==> src/rtl/cacheline_burst_adaptor_if.sv <==
// cacheline_burst_adaptor_if: cache-side line port and memory-side burst port.
interface cacheline_if #(parameter int width = 256);
    logic             read;
    logic             write;
    logic [31:0]      address;
    logic [width-1:0] wdata;
    logic [width-1:0] rdata;
    logic             resp;
    modport master(output read, write, address, wdata, input rdata, resp);
    modport slave(input read, write, address, wdata, output rdata, resp);
endinterface

interface burst_if #(parameter int burst_width = 64);
    logic                   read;
    logic                   write;
    logic [31:0]            address;
    logic [burst_width-1:0] wdata;
    logic [burst_width-1:0] rdata;
    logic                   resp;
    modport master(output read, write, address, wdata, input rdata, resp);
    modport slave(input read, write, address, wdata, output rdata, resp);
endinterface

==> src/rtl/cacheline_burst_adaptor.sv <==
// cacheline_burst_adaptor: splits one cache line request into a burst of memory beats.
module cacheline_burst_adaptor #(
    parameter int width       = 256,
    parameter int burst_width = 64,
    parameter int s_offset    = 5
) (
    input  logic       clk,
    input  logic       rst,
    cacheline_if.slave line,
    burst_if.master    burst
);
    localparam int beats    = width / burst_width;
    localparam int cnt_bits = $clog2(beats);
    localparam int cw       = cnt_bits > 0 ? cnt_bits : 1;
    localparam logic [cw-1:0] last = cw'(beats - 1);
    typedef enum logic [1:0] {IDLE, READ_BURST, WRITE_BURST, DONE} state_t;
    state_t           state, state_next;
    logic [cw-1:0]    cnt;
    logic [width-1:0] wbuf, rbuf;
    logic [31:0]      addr, line_base;
    logic             in_burst, beat_last;
    assign line_base = line.address & ~((32'd1 << s_offset) - 32'd1);
    assign in_burst  = state == READ_BURST || state == WRITE_BURST;
    assign beat_last = burst.resp && cnt == last;
    always_ff @(posedge clk or negedge rst) begin
        if (!rst) state <= IDLE;
        else state <= state_next;
    end
    always_comb begin
        state_next = state;
        case (state)
            IDLE:                    state_next = line.write ? WRITE_BURST : line.read ? READ_BURST : IDLE;
            READ_BURST, WRITE_BURST: state_next = beat_last ? DONE : state;
            default:                 state_next = IDLE;
        endcase
    end
    // Read beats land in the fill buffer lowest-order first; it is only touched by read beats.
    always_ff @(posedge clk or negedge rst) begin
        if (!rst) begin
            cnt  <= '0;
            addr <= '0;
            wbuf <= '0;
            rbuf <= '0;
        end else if (state == IDLE) begin
            if (line.read || line.write) begin
                addr <= line_base;
                cnt  <= '0;
            end
            if (line.write) wbuf <= line.wdata;
        end else if (in_burst && burst.resp) begin
            cnt <= beat_last ? '0 : cnt + cw'(1);
            if (state == READ_BURST) rbuf[cnt*burst_width +: burst_width] <= burst.rdata;
        end
    end
    assign line.rdata    = rbuf;
    assign line.resp     = state == DONE;
    assign burst.read    = state == READ_BURST;
    assign burst.write   = state == WRITE_BURST;
    assign burst.address = addr;
    assign burst.wdata   = state == WRITE_BURST ? wbuf[cnt*burst_width +: burst_width] : '0;
endmodule
==> src/flat_wrapper.sv <==
// flat-port wrapper written by rule: the top's interface ports become plain ports
module cacheline_burst_adaptor_flat 
#(
    parameter int width       = 256,
    parameter int burst_width = 64,
    parameter int s_offset    = 5
)
  (clk, rst, line_read, line_write, line_address, line_wdata, line_rdata, line_resp, burst_read, burst_write, burst_address, burst_wdata, burst_rdata, burst_resp);
  cacheline_if #(.width(width)) line_i ();
  burst_if #(.burst_width(burst_width)) burst_i ();
  input  logic clk;
  input  logic rst;
  input wire logic [$bits(line_i.read)-1:0] line_read;
  input wire logic [$bits(line_i.write)-1:0] line_write;
  input wire logic [$bits(line_i.address)-1:0] line_address;
  input wire logic [$bits(line_i.wdata)-1:0] line_wdata;
  output wire logic [$bits(line_i.rdata)-1:0] line_rdata;
  output wire logic [$bits(line_i.resp)-1:0] line_resp;
  output wire logic [$bits(burst_i.read)-1:0] burst_read;
  output wire logic [$bits(burst_i.write)-1:0] burst_write;
  output wire logic [$bits(burst_i.address)-1:0] burst_address;
  output wire logic [$bits(burst_i.wdata)-1:0] burst_wdata;
  input wire logic [$bits(burst_i.rdata)-1:0] burst_rdata;
  input wire logic [$bits(burst_i.resp)-1:0] burst_resp;
  assign line_i.read = line_read;
  assign line_i.write = line_write;
  assign line_i.address = line_address;
  assign line_i.wdata = line_wdata;
  assign line_rdata = line_i.rdata;
  assign line_resp = line_i.resp;
  assign burst_read = burst_i.read;
  assign burst_write = burst_i.write;
  assign burst_address = burst_i.address;
  assign burst_wdata = burst_i.wdata;
  assign burst_i.rdata = burst_rdata;
  assign burst_i.resp = burst_resp;
  cacheline_burst_adaptor #(.width(width), .burst_width(burst_width), .s_offset(s_offset)) u_core (.clk(clk), .rst(rst), .line(line_i), .burst(burst_i));
endmodule
==> config.mk <==
export PLATFORM = sky130hd
export DESIGN_NAME = cacheline_burst_adaptor_flat
export DESIGN_NICKNAME = d
export VERILOG_FILES = /design/src/rtl/cacheline_burst_adaptor_if.sv /design/src/rtl/cacheline_burst_adaptor.sv /design/src/flat_wrapper.sv
export SDC_FILE = /design/constraint.sdc
export NUM_CORES = 1
export LEC_CHECK = 0
export CAP_MARGIN = 5
export CORE_AREA = 2 2 279 281
export CTS_CLUSTER_SIZE = 24
export DETAILED_ROUTE_END_ITERATION = 8
export DIE_AREA = 0 0 281 283
export PLACE_DENSITY_LB_ADDON = 0.3
export SYNTH_ARGS = -nofsm -noshare
export SYNTH_HDL_FRONTEND = slang
export SYNTH_SLANG_ARGS = --single-unit
==> constraint.sdc <==
create_clock -name clk -period 2.8 [get_ports clk]
set_input_delay 0.28 -clock clk [delete_from_list [all_inputs] [get_ports clk]]
set_output_delay 0.28 -clock clk [all_outputs]
set_load 0.01 [all_outputs]
==> summary.md <==
| Metric | Value |
|---|---|
| Status | `complete, no violations` |
| Drt drc | `0` |
| Cell with the most instances after synthesis | `dfrtp_1` |
| Endpoint class of the critical path | `output port` |
| Vias in the first global route | `16600` |
| DRT Wirelength | `72500 um` |
| Register bit total from synthesis | `543` |
| Reg2Reg Depth | `7` |
| Fillers | `about 7000` |
| Final Util | `42.8%` |
| Detailed-placement wirelength estimate | `a little over 50000 um` |
| Worst slew margin | `a little over a third` |
| Yosys warnings | `0` |
| Routability cong. | `0.812` |
| Layout cells sized above 1 | `a little over a quarter` |
| DR vias | `~15000` |
| Clock latency on the worst-skew pair | `between 0.6 and 0.7 ns` |
| # rows | `between 100 and 150` |
| Post-synth EDFFs | `0` |
| Worst min-delay path class | `input pin to asynchronous set/reset pin` |
| Yosys top cell area share | `~62%` |
| Final hold violations | `0` |
| Chip Width | `roughly 280 um` |
| Max Cap Violations | `0` |
| Critical-path maximum fanout | `5` |
| Core box area | `roughly 77000 um^2` |
| Io pins | `slightly above 700` |
| Starting Density | `between 20 and 30%` |
| Synth Flop Type | `dfrtp_1` |
| CTS Sinks | `between 500 and 600` |
| RSZ-0062 raised after global routing | `yes` |
| 1st-pass router iterations | `7` |
| Crit path depth | `6` |
| Post-synthesis sequential area ratio | `62.2%` |
| Slowest cell on the critical path | `dfrtp_4` |
| Data arrival time of the critical path | `2.47 ns` |
| Top cells by area, synth | `dfrtp_1 (62%), mux2_2 (15%), a22o_1 (10%)` |
| Num CTS Buffers | `60` |
| GRT Resource Usage Total | `between 10% and 20%` |
| Final setup fails | `0` |
| Leak | `14.0 nW` |
| Post-synth top area cell | `dfrtp_1` |
| Final slew viol count | `0` |
| Max IR drop VDD | `0.553 mV` |
| DRT antenna net count | `0` |
| Area Overhead vs Synth | `50.3%` |
| Port Buffers | `between 700 and 800` |
| Htree depth | `2` |
| Synth Instances | `roughly 1400` |
| CP startpoint kind | `register` |
| Die Ht | `283 um` |
| Clock Pin Slew Worst Setup and Hold Paths | `0.06 ns` |
| Max incr delay on CP | `0.49 ns` |
| Die ar. | `between 70000 and 80000 um^2` |
| Worst Skew | `roughly 0.015 ns` |
| Fraction of registers with async set/reset | `100%` |
| Initial antenna violation count | `18` |
| Hold_ws | `between 0.2 and 0.3 ns` |
| Final nets | `about 2500` |
| CP most frequent cell | `buf_4` |
| Syn Std Cell Area | `21800 um^2` |
| Cell Chain, Critical Path | `buf_4 > clkbuf_16 > buf_4 > mux4_2 > and2_2 > clkdlybuf4s15_1` |
| Max Freq | `363 MHz` |
| Crit share post-route | `98.4%` |
| Worst slew pin tran | `roughly 0.95 ns` |
| Fin crit period | `between 2 and 3 ns` |
| Global-route wire length before repair | `108000 um` |
| Most instantiated cells after synthesis | `dfrtp_1 (543), mux2_2 (284), a22o_1 (256), and2_1 (64), mux4_2 (64)` |
| Power per cell area | `924 nW/um^2` |
| Vias per Instance | `about 4.8` |
| Syn Area/Cell | `around 16 um^2` |
| Distinct cells, synth | `29` |
| Worst Path Buf+Inv | `4` |
| CTS tree | `done` |
| GRT Residual Overflow | `0` |
| CP required | `2.52 ns` |
| Starting DRT DRC Count | `roughly 770` |
| Clk root buf | `clkbuf_16` |
| Pin count of the biggest net entering global routing | `75` |
| Wirelength per Cell | `between 20 and 25 um` |
| Max Root-Sink Buffers | `3` |
| Largest delay share family, worst path | `buffers and inverters` |
| Worst setup path class | `register to output port` |
==> layout make-up <==
| cell class | instances | area, um^2 | area share (%) |
|---|---|---|---|
| Sequential cell | 543 | 13600 | 41.4 |
| Multi-Input combinational cell | 711 | 7720 | 23.5 |
| Tap cell | 1040 | 1300 | 3.97 |
| Clock inverter | 28 | 419 | 1.28 |
| Timing Repair Buffer | 783 | 7970 | 24.3 |
| Clock buffer | 83 | 1760 | 5.36 |
| Inverter | 5 | 18.8 | 0.0572 |
| Antenna cell | 8 | 20.0 | 0.0610 |
==> placed cells by master, fill, tap and decap left out, types with 4 or more instances in the layout <==
master	n
clkdlybuf4s50_1	636
dfrtp_1	541
mux2_2	284
a22o_1	256
mux4_2	64
clkbuf_16	63
and2_1	61
buf_4	50
dlygate4sd2_1	31
buf_12	22
clkdlybuf4s15_1	16
clkbuf_8	15
ha_1	10
bufinv_16	10
clkbuf_2	10
clkinv_2	9
diode_2	8
clkbuf_1	7
inv_1	5
conb_1	5
inv_6	4
clkinvlp_4	4
buf_16	4
==> per-stage QoR <==
step | TNS, ns | setup WS, ns | instance area (um^2) | power, mW | instances
6_report | 0 | 0.0450 | 32800 | 30.3 | 3201
5_1_grt | -0.0621 | -0.0330 | 32800 | 32.0 | 3197
4_1_cts | -0.0774 | -0.0774 | 32700 | 30.6 | 3187
3_5_place_dp | 0 | 0.231 | 30400 | 21.7 | 3058
3_3_place_gp | 0 | 0.238 | 30400 | 21.4 | 3058
2_1_floorplan | 0 | 0.341 | 21800 | 17.2 | 1370
==> worst register-to-register path, cell delays in order, from the launching register on <==
cell,delay (ns)
dfrtp_4,0.49
buf_4,0.18
buf_4,0.14
buf_12,0.14
ha_1,0.27
nand4_1,0.27
buf_4,0.72
a22o_1,0.41
==> power breakdown <==
part           switching (mW)  total (mW)  internal [mW]  leakage, nW
logic                    3.92        10.1           6.19         6.04
registers                1.31        11.6           10.3         6.90
clock network            3.26        8.56           5.30         1.07
==> kinds of logic (layout without fill, tap and decap cells) <==
| group | count (synthesis) | after routing | synth area share, % |
|---|---|---|---|
| simple gates | 83 | 83 | 2.57 |
| mux | 348 | 348 | 21.3 |
| other cells | 1 | 13 | 0.0172 |
| buf+inv | 116 | 899 | 2.77 |
| fa+ha+maj | 11 | 11 | 0.630 |
| flops | 543 | 543 | 62.2 |
| compound gates | 264 | 264 | 10.5 |
==> state kept, by name, summed over array words and instances (netlist names) <==
signal,flops
u_core.state,2
u_core.line.rdata,256
u_core.cnt,2
u_core.wbuf,256
u_core.burst.address,27
==> per-layer routing <==
layer	wire, um	share of wire, %	GRT usage (%)
met1	27800	38	20.9
met3	6800	9.4	6.52
met5	158	0.22	0
met4	2030	2.8	5.44
met2	35700	49	30.2
==> path summary, 6_finish.rpt <==
path / from / to / slack (ns)
setup / recovery: u_core.cnt[0] / burst_wdata[39] / 0.05
hold / removal: rst / u_core.wbuf[171] / 0.28
setup reg to reg: u_core.cnt[0] / u_core.line.rdata[231] / 0.12
hold reg to reg: u_core.wbuf[172] / u_core.wbuf[172] / 0.50
max in group asynchronous: rst / u_core.line.rdata[242] / 1.57
min in group clk: line_wdata[23] / u_core.wbuf[23] / 0.28
==> timing repair <==
item | 4_1_cts | 5_1_grt
endpoints found under the hold margin | 59 | 0
gates cloned | 2 | 2
hold buffers | 1 | 0
resized for setup | 86 | 41
setup buffers | 15 | 4
setup endpoints to repair | 64 | 9
Note: power is estimated with default switching activity, not from simulation.
